### src/rtl/wash_pkg.sv
// Shared definitions for the wash cycle controller: state encoding and
// default timing constants.
package wash_pkg;

   // State codes are visible on state_o, so the numeric values are fixed.
   typedef enum logic [2:0] {
      S_IDLE      = 3'd0,
      S_FILL      = 3'd1,
      S_DETERGENT = 3'd2,
      S_AGITATE   = 3'd3,
      S_DRAIN     = 3'd4,
      S_SPIN      = 3'd5
   } wash_state_e;

   localparam int unsigned DEF_WASH_TICKS  = 16;
   localparam int unsigned DEF_RINSE_TICKS = 8;
   localparam int unsigned DEF_SPIN_TICKS  = 12;
   localparam int unsigned DEF_RINSES      = 2;
   localparam int unsigned DEF_TIMER_W     = 8;

endpackage

### src/rtl/wash_timer.sv
// Loadable down-counter used for agitation and spin durations.
// Load wins over enable; the count saturates at zero and expired is
// high whenever the count is zero.
module wash_timer
   import wash_pkg::*;
#(
   parameter int unsigned TIMER_W = DEF_TIMER_W
) (
   input  logic               clk,
   input  logic               reset,
   input  logic               load,
   input  logic [TIMER_W-1:0] load_val,
   input  logic               enable,
   output logic               expired,
   output logic [TIMER_W-1:0] count
);

   // Count register: load a duration, then step down while enabled.
   always_ff @(posedge clk or posedge reset) begin
      if (reset) begin
         count <= '0;
      end else if (load) begin
         count <= load_val;
      end else if (enable && (count != '0)) begin
         count <= count - TIMER_W'(1);
      end
   end

   assign expired = (count == '0);

endmodule

### src/rtl/wash_cycle_ctrl.sv
// Wash program sequencer: fill, detergent (wash pass only), agitate,
// drain, repeated for each rinse pass, then a final spin. Pause holds the
// current step and shuts off actuators; abort drains and returns to idle
// without a done pulse.
module wash_cycle_ctrl
   import wash_pkg::*;
#(
   parameter int unsigned WASH_TICKS  = DEF_WASH_TICKS,
   parameter int unsigned RINSE_TICKS = DEF_RINSE_TICKS,
   parameter int unsigned SPIN_TICKS  = DEF_SPIN_TICKS,
   parameter int unsigned RINSES      = DEF_RINSES,
   parameter int unsigned TIMER_W     = DEF_TIMER_W
) (
   input  logic       clk,
   input  logic       reset,
   input  logic       start,
   input  logic       door_closed,
   input  logic       water_full,
   input  logic       water_empty,
   input  logic       detergent_added,
   input  logic       pause,
   input  logic       abort,
   output logic       door_lock,
   output logic       fill_valve,
   output logic       drain_valve,
   output logic       motor_on,
   output logic       detergent_req,
   output logic       done,
   output logic [2:0] state_o,
   output logic [2:0] pass_o
);

   // The timer counts duration-1 down to 0, so the step lasts exactly
   // duration unpaused cycles including the cycle that sees expiry.
   localparam logic [TIMER_W-1:0] WASH_LD  = TIMER_W'(WASH_TICKS - 1);
   localparam logic [TIMER_W-1:0] RINSE_LD = TIMER_W'(RINSE_TICKS - 1);
   localparam logic [TIMER_W-1:0] SPIN_LD  = TIMER_W'(SPIN_TICKS - 1);
   localparam logic [2:0]         LAST_PASS = 3'(RINSES);

   wash_state_e        state_q, state_d;
   logic [2:0]         pass_q, pass_d;
   logic               skip_q, skip_d;
   logic               done_q, done_d;
   logic               timer_load;
   logic [TIMER_W-1:0] timer_val;
   logic               timer_en;
   logic               timer_exp;
   logic [TIMER_W-1:0] timer_count;
   logic               abortable;

   assign abortable = (state_q == S_FILL) || (state_q == S_DETERGENT) ||
                      (state_q == S_AGITATE) || (state_q == S_SPIN);

   // The timer only runs in the timed steps and freezes while paused.
   assign timer_en = ((state_q == S_AGITATE) || (state_q == S_SPIN)) && !pause;

   wash_timer #(
      .TIMER_W (TIMER_W)
   ) u_timer (
      .clk      (clk),
      .reset    (reset),
      .load     (timer_load),
      .load_val (timer_val),
      .enable   (timer_en),
      .expired  (timer_exp),
      .count    (timer_count)
   );

   // State, pass counter, skip-spin flag and done pulse registers.
   always_ff @(posedge clk or posedge reset) begin
      if (reset) begin
         state_q <= S_IDLE;
         pass_q  <= 3'd0;
         skip_q  <= 1'b0;
         done_q  <= 1'b0;
      end else begin
         state_q <= state_d;
         pass_q  <= pass_d;
         skip_q  <= skip_d;
         done_q  <= done_d;
      end
   end

   // Next-state logic, timer load requests and Moore outputs.
   always_comb begin
      state_d       = state_q;
      pass_d        = pass_q;
      skip_d        = skip_q;
      done_d        = 1'b0;
      timer_load    = 1'b0;
      timer_val     = '0;
      door_lock     = 1'b0;
      fill_valve    = 1'b0;
      drain_valve   = 1'b0;
      motor_on      = 1'b0;
      detergent_req = 1'b0;

      if (abort && abortable) begin
         // Abort beats pause, timeouts and sensors: drain, then go idle.
         state_d = S_DRAIN;
         pass_d  = LAST_PASS;
         skip_d  = 1'b1;
      end else begin
         case (state_q)
            S_IDLE: begin
               if (start && door_closed) begin
                  state_d = S_FILL;
                  pass_d  = 3'd0;
                  skip_d  = 1'b0;
               end
            end
            S_FILL: begin
               if (!pause && water_full) begin
                  if (pass_q == 3'd0) begin
                     state_d = S_DETERGENT;
                  end else begin
                     state_d    = S_AGITATE;
                     timer_load = 1'b1;
                     timer_val  = RINSE_LD;
                  end
               end
            end
            S_DETERGENT: begin
               if (!pause && detergent_added) begin
                  state_d    = S_AGITATE;
                  timer_load = 1'b1;
                  timer_val  = (pass_q == 3'd0) ? WASH_LD : RINSE_LD;
               end
            end
            S_AGITATE: begin
               if (!pause && timer_exp) begin
                  state_d = S_DRAIN;
               end
            end
            S_DRAIN: begin
               if (water_empty) begin
                  if (skip_q) begin
                     state_d = S_IDLE;
                     skip_d  = 1'b0;
                  end else if (pass_q != LAST_PASS) begin
                     state_d = S_FILL;
                     pass_d  = pass_q + 3'd1;
                  end else begin
                     state_d    = S_SPIN;
                     timer_load = 1'b1;
                     timer_val  = SPIN_LD;
                  end
               end
            end
            S_SPIN: begin
               if (!pause && timer_exp) begin
                  state_d = S_IDLE;
                  done_d  = 1'b1;
               end
            end
            default: begin
               state_d = S_IDLE;
            end
         endcase
      end

      door_lock     = (state_q != S_IDLE);
      fill_valve    = (state_q == S_FILL) && !pause;
      detergent_req = (state_q == S_DETERGENT) && !pause;
      motor_on      = ((state_q == S_AGITATE) || (state_q == S_SPIN)) && !pause;
      drain_valve   = (state_q == S_DRAIN) || ((state_q == S_SPIN) && !pause);
   end

   assign state_o = state_q;
   assign pass_o  = pass_q;
   assign done    = done_q;

endmodule

### config.mk
export PLATFORM = sky130hd
export DESIGN_NAME = wash_cycle_ctrl
export DESIGN_NICKNAME = d
export VERILOG_FILES = /design/src/rtl/wash_pkg.sv /design/src/rtl/wash_timer.sv /design/src/rtl/wash_cycle_ctrl.sv
export SDC_FILE = /design/constraint.sdc
export NUM_CORES = 1
export LEC_CHECK = 0
export ABC_CLOCK_PERIOD_IN_PS = 3200
export CORE_ASPECT_RATIO = 1.1
export CORE_MARGIN = 1
export CORE_UTILIZATION = 55
export CTS_CLUSTER_DIAMETER = 50
export CTS_CLUSTER_SIZE = 24
export DETAILED_ROUTE_END_ITERATION = 12
export PLACE_DENSITY = 0.83
export SYNTH_ARGS = -nofsm -noshare
export SYNTH_HDL_FRONTEND = slang
export SYNTH_SLANG_ARGS = --single-unit
### constraint.sdc
create_clock -name clk -period 3.2 [get_ports clk]
set_input_delay 0.64 -clock clk [delete_from_list [all_inputs] [get_ports clk]]
set_output_delay 0.64 -clock clk [all_outputs]
set_load 0.01 [all_outputs]
### After elaboration in Yosys (flattened, before gate mapping)

Index checks and enable logic that the tools add are counted.

| cells by class | value |
|---|---|
| add/sub/neg operators | 2 |
| eq/ne operators | 14 |
| muxes and demuxes | 43 |
| reduce and logical (&&, ||, !) cells | 26 |

Operators with widths:

| cell | count |
|---|---|
| $mux W3 | 16 |
| $mux W4 | 6 |
| $pmux W3 S6 | 1 |
| $mux W8 | 2 |
| $mux W1 | 14 |
| $ne A3 B1 Y1 const B | 4 |
| $ne A3 B3 Y1 const B | 4 |
| $pmux W4 S3 | 1 |
| $logic_and A1 B1 Y1 | 10 |
| $logic_not A8 Y1 | 1 |
| $reduce_bool A8 Y1 | 1 |
| $sub A8 B1 Y8 const B | 1 |
| $eq A3 B2 Y1 const B | 2 |
| $eq A3 B3 Y1 const B | 2 |
| $logic_not A3 Y1 | 2 |
| $pmux W3 S2 | 1 |
| $reduce_and A6 Y1 | 1 |
| $reduce_bool A3 Y1 | 2 |
| $logic_or A1 B1 Y1 | 5 |
| $reduce_and A5 Y1 | 1 |
| $add A3 B1 Y3 const B | 1 |
| $eq A3 B1 Y1 const B | 1 |
| $ne A3 B2 Y1 const B | 1 |
| $pmux W1 S3 | 1 |
| other kinds (4) | 4 |

| word-level totals | value |
|---|---|
| flip-flop bits (word level) | 16 |
| input port bits | 9 |
| output and inout port bits | 12 |

### Logic depth before layout (Yosys ltp)

Gate-level depths: netlist (run 1).

| logic depth | value |
|---|---|
| depth in word-level cells | 7 |
| depth in mapped cells | 7 |
| depth with buffers taken out | 7 |

### By module

From an unflattened synthesis (run 1), not the netlist that was laid out.

| second synthesis, totals | value |
|---|---|
| cells, all modules | 156 |
| area total of the unflattened synthesis | 1282.5 um2 |

By module, submodules not included:

| module | times used | cells each | area an instance (um2) | seq. area each (um2) |
|---|---|---|---|---|
| wash_cycle_ctrl | 1 | 92 | 733.2 | 200.2 |
| wash_timer | 1 | 64 | 549.3 | 200.2 |

### Worst setup path after synthesis (run 1)

OpenSTA, ideal clock, no wires.

| timing path | value |
|---|---|
| kind | input port to flip-flop |
| start | input pause |
| end | register u_timer.count[3] |
| data arrival time | 1.944 ns |
| required time | 3.075 ns |
| setup slack | 1.131 ns |
| stages | 5 |
| buffers on the path | 0 |
| cell sequence | nand2b_1 nor3_1 a32oi_1 a21oi_4 mux2_4 |

| on the way | value |
|---|---|
| word-level cells in the longest chain between the ends | 6 |
| elaborated cells on any way between the ends | 14 |

Ends and longest elaborated chain:

| item | RTL line | text |
|---|---|---|
| start: declaration | wash_cycle_ctrl.sv:21 | `input logic pause,` |
| $logic_not A1 Y1 * | wash_cycle_ctrl.sv:55, wash_cycle_ctrl.sv:113, wash_cycle_ctrl.sv:124 |  |
| $logic_and A1 B1 Y1, on equally long branches | wash_cycle_ctrl.sv:124, wash_cycle_ctrl.sv:113 |  |
| $mux W4 (tied with other cells) | wash_cycle_ctrl.sv:124 | `if (!pause && detergent_added) begin` |
| $pmux W4 S3 / $pmux W1 S3 (equally long branches) | wash_cycle_ctrl.sv:104 | `case (state_q)` |
| $mux W4 / $mux W1 (equally long branches) | wash_cycle_ctrl.sv:98 | `if (abort && abortable) begin` |
| $mux W8 / $reduce_bool A2 Y1 (equally long branches) | n/a |  |
| end signal: assignment | wash_timer.sv:23 | `count <= load_val;` |
| end signal: assignment | wash_timer.sv:25 | `count <= count - TIMER_W'(1);` |
| end: declaration | wash_timer.sv:15 | `output logic [TIMER_W-1:0] count` |

Mark *: on every way between the ends. The rest lies on a longest branch, timed or not.
A chain may end at the register's enable or synchronous reset.

### Worst setup path in the final report (run 1)

| timing path | value |
|---|---|
| start | input pause |
| end | output fill_valve |

| on the way | value |
|---|---|
| word-level cells in the longest chain between the ends | 2 |

Ends and longest elaborated chain:

| item | RTL line | text |
|---|---|---|
| $logic_not A1 Y1 | wash_cycle_ctrl.sv:163 | `fill_valve = (state_q == S_FILL) && !pause;` |
| $logic_and A1 B1 Y1 | wash_cycle_ctrl.sv:163 |  |
| end: declaration | wash_cycle_ctrl.sv:24 | `output logic fill_valve,` |

Every way passes these cells.

==> reports/qor.yml, run 1 <==
critPathBufInv: 2
maxCapViolations: 0
p_seq_share_pct: 28.2
drc_errors: 0
switching_share_pct: 46.1
clock_latency_ps: 310
gp_congestion: 0.805
syn_nets: 147
yosysSeqAreaShare_pct: 33.6
syn_inst: 133
worst_setup_path_start_kind: "input port"
min_period_ps: 2870
hpwl_mm: 2.04
nets: 169
powerDensity_nw_per_um2: 961
grt_pass1_wl_mm: 4.51
required_ps: 2560
post-route-util_pct: 71.8
final_cells: 182
antenna_found_initial: 0
p_clk_share_pct: 10.4
numCtsBuffers: 3
worst_slew_pin_slew_ps: 638
synth.area.top_cells: "dfrtp_1, ha_1, a21oi_1"
worst_ep_arrival_time_ps: 2230
post_cts_buffers: 0
fin_ws_ps: 328
die_x_um: 46.4
wl_mm: 2.74
wl_per_cell_um: 15.0
final_cell_area_um2: 1450
status: "finished, final reports clean"
num_rows: 17
max_clock_freq_mhz: 348
grt_max_degree: 18
end_kind: "output port"
initial_core_util_pct: 58.9
hold_ws_ps: 574
dr.pass1.iters: 5
cts_resized: 0
setup-tns-final_ps: 0
place_area_um2: 1410
dieArea_um2: 2360
place_ws_ps: 344
clk_path_buf_depth: 2
switchingPower_mw: 0.642
slowest_delay_ps: 600
n_fill_cell: 154
cts-root-buf: "clkbuf_4"
grt_setup_unrepaired: "false"
period_share_pct: 89.7
final_max_slew_viol_count: 0
htree_levels: 1
slowest_stage: "clkdlybuf4s50_1"
fin_skew_ps: 10.8
port_buffers: 20
path_common_cell: "clkdlybuf4s50_1"
synthToLayoutAreaGrowth_pct: 21.7
hold_path.class: "reg -> reg"
slew_headroom_pct: 57.4
cts.sinks: 16
total_power_mw: 1.39
syn_avg_cell_area_um2: 8.96
grt.total_usage_pct: 26.6
path_clk_slew_ps: 100
via_per_inst: 5.83
syn_area_um2: 1190
finalHoldViolations: 0
first_iter_violations: 42
leakagePower_nw: 0.593
cp_max_fo: 6
diodes: 0
ant_nets: 0
yosys.area.top_type: "dfrtp_1"
synth_top_cell_area_share_pct: 33.6
vias: 1061
internal_power_mw: 0.752
synth_edf_count: 0
path_delay_family: "buffers and inverters"
grt_pass1_vias: 1098
grt_overflow: 0
synth.ff_latch_count: 16
placed_cells: 178
synth-async-reset-ratio_pct: 100
drive_gt1_share_pct: 11.0
cts_tree: "yes"
power_frac_comb_pct: 61.4
crit_chain: "clkdlybuf4s50_1 > nand2b_1 > nor3_1 > clkdlybuf4s50_1"
synth_ff_type: "dfrtp_1"
hold_buffers: 0
ir_drop_mv: 0.612
crit_type: "in -> out"
die_y_um: 50.8
core_um2: 2020
setup_violations: 0
pin_count: 21
synth_cell_types: 46
ys_warn_count: 0
==> power groups by stage <==
stage / Combinational (mW) / Clock, mW / Sequential (mW)
floorplan: 0.605 / 0 / 0.388
global placement: 0.827 / 0 / 0.388
detailed placement: 0.851 / 0 / 0.394
CTS: 0.857 / 0.142 / 0.390
global route: 0.949 / 0.156 / 0.402
finish: 0.855 / 0.145 / 0.393
==> synth_stat cells, types with 2 or more instances <==
cell and count:
inv_1 7, o21ai_0 4, clkbuf_1 3, a2bb2oi_1 2, nand2b_1 7, a31oi_1 2
nor2_1 13, ha_1 5, nand2_1 8, dfrtp_1 16, o211ai_1 2, nand4b_1 2
a21oi_1 12, xnor2_1 3, nand3_1 5, and3_1 2, or3_1 2, nor2b_1 3
nand3b_1 3, xor2_1 4, nor3_1 2, nor4_1 2
==> worst register-to-register path, cell delays in order (launching register included) <==
cell	delay (ps)
dfrtp_1	470
buf_4	230
or3b_4	430
nor3_4	210
nand2_2	110
a21oi_4	250
mux2_4	330
==> cell families after synthesis <==
family / share of synthesized area, %
simple gates: 27.8
compound gates: 18.7
flops: 33.6
buf+inv: 5.46
xor+xnor: 5.15
fa+ha+maj: 5.25
mux: 3.99
==> cell usage in the layout (no fill, tap or decap), types with 3 or more instances in the layout <==
cell type        instances
xnor2_1                  3
dfrtp_1                 16
nand3b_1                 3
clkdlybuf4s50_1         20
nand3_1                  5
nor2_1                  13
clkbuf_4                 3
nor2b_1                  3
nand2_1                  8
a21oi_1                 12
buf_4                    3
nand2b_1                 7
ha_1                     5
xor2_1                   4
o21ai_0                  4
inv_1                    7
==> final cells by class <==
class	count	area [um2]	area share, %
Multi-Input combinational cell	103	726	50.0
Sequential cell	16	400	27.6
Timing Repair Buffer	23	223	15.4
Clock buffer	4	36.3	2.50
Tap cell	28	35.0	2.42
Inverter	8	30.0	2.07
==> metal layers <==
layer / global-route usage (%) / up-vias / wire length, um
met5: 0 / - / 0
met4: 11.8 / 0 / 44
met3: 4.59 / 6 / 135
met2: 45.1 / 40 / 1390
met1: 31.7 / 505 / 1170
li1: - / 510 / -
==> flip-flops by register name, summed over array words and instances (netlist names) <==
register	cells
state_o	3
u_timer.count	8
skip_q	1
done	1
pass_o	3
==> worst paths after layout <==
| kind | start | end | slack [ps] | cells past startpoint |
|---|---|---|---|---|
| worst min register to register | u_timer.count[0]$_DFFE_PP0P_ | u_timer.count[0]$_DFFE_PP0P_ | 570 | 2 |
| worst max register to register | state_o[2]$_DFFE_PP0P_ | u_timer.count[3]$_DFFE_PP0P_ | 1060 | 6 |
| worst max-delay path | pause | fill_valve | 330 | 4 |
| worst min-delay path | u_timer.count[0]$_DFFE_PP0P_ | u_timer.count[0]$_DFFE_PP0P_ | 570 | 2 |
| max in group asynchronous | reset | u_timer.count[3]$_DFFE_PP0P_ | 2080 | 2 |
| min in group asynchronous | reset | u_timer.count[7]$_DFFE_PP0P_ | 700 | 2 |
(Power assumes the default switching activity.)
==> inputs of run 2 (changes only) <==
CELL_PAD_IN_SITES_DETAIL_PLACEMENT = 2   (was unset)
CELL_PAD_IN_SITES_GLOBAL_PLACEMENT = 2   (was unset)
CORE_MARGIN = unset   (was 1)
CORE_UTILIZATION = 34   (was 55)
PLACE_DENSITY = 0.84   (was 0.83)
==> run 2 against run 1 <==
Compared with the run above: register-to-register slack got worse by 140 ps; hold slack better by 10 ps; maximum frequency is 1.2% lower; clock skew decreased by 9.7 ps; final cell count is 10% higher; power grew 1.4%; critical path type unchanged; largest cell class unchanged.
==> reports/qor.yml, run 2 (synthesis gave the netlist of run 1 again) <==
fin_skew_ps: 1.17  # was 10.8 ps
cts-root-buf: "clkbuf_4"  # unchanged
place_ws_ps: 349  # was 344 ps
clk_path_buf_depth: 2  # unchanged
leakagePower_nw: 0.588  # was 0.593 nW
worst_setup_path_start_kind: "input port"  # unchanged
core_um2: 3330  # was 2020 um2
via_per_inst: 5.31  # was 5.83
vias: 1068  # was 1061
wl_mm: 3.46  # was 2.74 mm
layout_common_cells: "clkdlybuf4s50_1, dfrtp_1, nor2_1, a21oi_1, nand2_1"  # unchanged
p_seq_share_pct: 29.5  # was 28.2%
grt_use_met3_pct: 2.43  # was 4.59%
gp_congestion: 0.809  # was 0.805
switching_share_pct: 47.3  # was 46.1%
required_ps: 2560  # about the same
maxCapViolations: 0  # unchanged
grt_setup_unrepaired: "false"  # unchanged
first_iter_violations: 43  # was 42
power_frac_comb_pct: 60.5  # was 61.4%
grtUsageMet1_pct: 25.2  # was 31.7%
cts_resized: 0  # unchanged
antenna_found_initial: 0  # unchanged
cts_tree: "yes"  # unchanged
wl_per_cell_um: 17.2  # was 15.0 um
grt_pass1_wl_mm: 5.93  # was 4.51 mm
worst_ep_arrival_time_ps: 2270  # was 2230 ps
internal_power_mw: 0.745  # was 0.752 mW
setup_violations: 0  # unchanged
top_usage_layer: "met2"  # unchanged
grt.total_usage_pct: 20.9  # was 26.6%
slowest_stage: "clkdlybuf4s50_1"  # unchanged
initial_core_util_pct: 35.8  # was 58.9%
dr.pass1.iters: 4  # was 5
cp_max_fo: 6  # unchanged
drive_gt1_share_pct: 10.5  # was 11.0%
cts.sinks: 16  # unchanged
post_cts_buffers: 0  # unchanged
nets: 168  # was 169
pin_count: 21  # unchanged
die_y_um: 64.1  # was 50.8 um
place_area_um2: 1430  # was 1410 um2
die_x_um: 58.4  # was 46.4 um
switchingPower_mw: 0.668  # was 0.642 mW
slew_headroom_pct: 54.6  # was 57.4%
diodes: 0  # unchanged
final_max_slew_viol_count: 0  # unchanged
drc_errors: 0  # unchanged
dieArea_um2: 3740  # was 2360 um2
largest_reg_flops: 8  # unchanged
worst_slew_pin_slew_ps: 681  # was 638 ps
grt_overflow: 0  # unchanged
num_rows: 22  # was 17
path_common_cell: "clkdlybuf4s50_1"  # unchanged
clock_latency_ps: 290  # was 310 ps
end_kind: "output port"  # unchanged
period_share_pct: 90.9  # was 89.7%
crit_chain: "clkdlybuf4s50_1 > nor4_1 > clkdlybuf4s50_1"  # was clkdlybuf4s50_1 > nand2b_1 > nor3_1 > clkdlybuf4s50_1
max_clock_freq_mhz: 344  # was 348 MHz
ir_drop_mv: 0.351  # was 0.612 mV
min_period_ps: 2910  # was 2870 ps
numCtsBuffers: 3  # unchanged
hold_buffers: 0  # unchanged
final_common_cell: "clkdlybuf4s50_1"  # unchanged
finalHoldViolations: 0  # unchanged
status: "finished, final reports clean"  # unchanged
grt_max_degree: 20  # was 18
port_buffers: 20  # unchanged
hold_ws_ps: 584  # was 574 ps
largest_register: "u_timer.count"  # unchanged
hpwl_mm: 2.69  # was 2.04 mm
final_cell_area_um2: 1470  # was 1450 um2
globalRouteMet2Util_pct: 38.8  # was 45.1%
powerDensity_nw_per_um2: 963  # was 961 nW/um2
crit_type: "in -> out"  # unchanged
slowest_delay_ps: 660  # was 600 ps
p_clk_share_pct: 10.0  # was 10.4%
ant_nets: 0  # unchanged
grt_pass1_vias: 1192  # was 1098
post-route-util_pct: 44.1  # was 71.8%
hold_path.class: "reg -> reg"  # unchanged
setup-tns-final_ps: 0  # unchanged
synthToLayoutAreaGrowth_pct: 23.2  # was 21.7%
fin_ws_ps: 292  # was 328 ps
htree_levels: 1  # unchanged
path_clk_slew_ps: 100  # about the same
[run 2: layout make-up]
| type | count | area (um2) |
|---|---|---|
| clock buffers | 4 | 36.3 |
| fillers | 364 | 1860 |
| inverters | 8 | 30.0 |
| multi-input cells | 103 | 726 |
| flip-flops and latches | 16 | 400 |
| well taps | 48 | 60.1 |
| repair buffers | 22 | 215 |
[run 2: per-stage QoR]
stage | std cells | total power, mW
final | 201 | 1.41
after global routing | 201 | 1.53
after CTS | 201 | 1.44
after detailed placement | 197 | 1.29
after global placement | 197 | 1.24
after floorplan | 133 | 0.993
[run 2: final timing paths]
| kind | cells past startpoint | end | slack (ps) | start |
|---|---|---|---|---|
| setup / recovery | 3 | detergent_req | 290 | pause |
| setup reg to reg | 5 | u_timer.count[3]$_DFFE_PP0P_ | 920 | state_o[2]$_DFFE_PP0P_ |
| min in group asynchronous | 2 | u_timer.count[0]$_DFFE_PP0P_ | 750 | reset |
| max in group asynchronous | 2 | state_o[2]$_DFFE_PP0P_ | 2030 | reset |
| hold reg to reg | 2 | u_timer.count[0]$_DFFE_PP0P_ | 580 | u_timer.count[0]$_DFFE_PP0P_ |
| hold / removal | 2 | u_timer.count[0]$_DFFE_PP0P_ | 580 | u_timer.count[0]$_DFFE_PP0P_ |
[run 2: worst max-delay path: cells and delay by family]
family | cells | cell delay [ps]
buf+inv | 2 | 1140
simple gates | 1 | 490
[run 2: metal layers]
metal  wire (um)  vias up  part of all wire (%)
li1            -      510                     -
met1        1480      546                    43
met2        1910       10                    55
met5           0        -                     0
met3          55        2                   1.6
met4          13        0                  0.38
[run 2: power by group through the flow]
| stage | logic, mW | clock network (mW) | registers, mW |
|---|---|---|---|
| 6_report | 0.855 | 0.141 | 0.417 |
| 5_1_grt | 0.948 | 0.155 | 0.432 |
| 4_1_cts | 0.869 | 0.147 | 0.418 |
| 3_5_place_dp | 0.868 | 0 | 0.420 |
| 3_3_place_gp | 0.827 | 0 | 0.411 |
| 2_1_floorplan | 0.605 | 0 | 0.388 |
==> inputs of run 3 (changes only) <==
GPL_ROUTABILITY_DRIVEN = 0   (was unset)
==> results of run 3 <==
Final layout, timing and power as in run 2 (identical DEF).
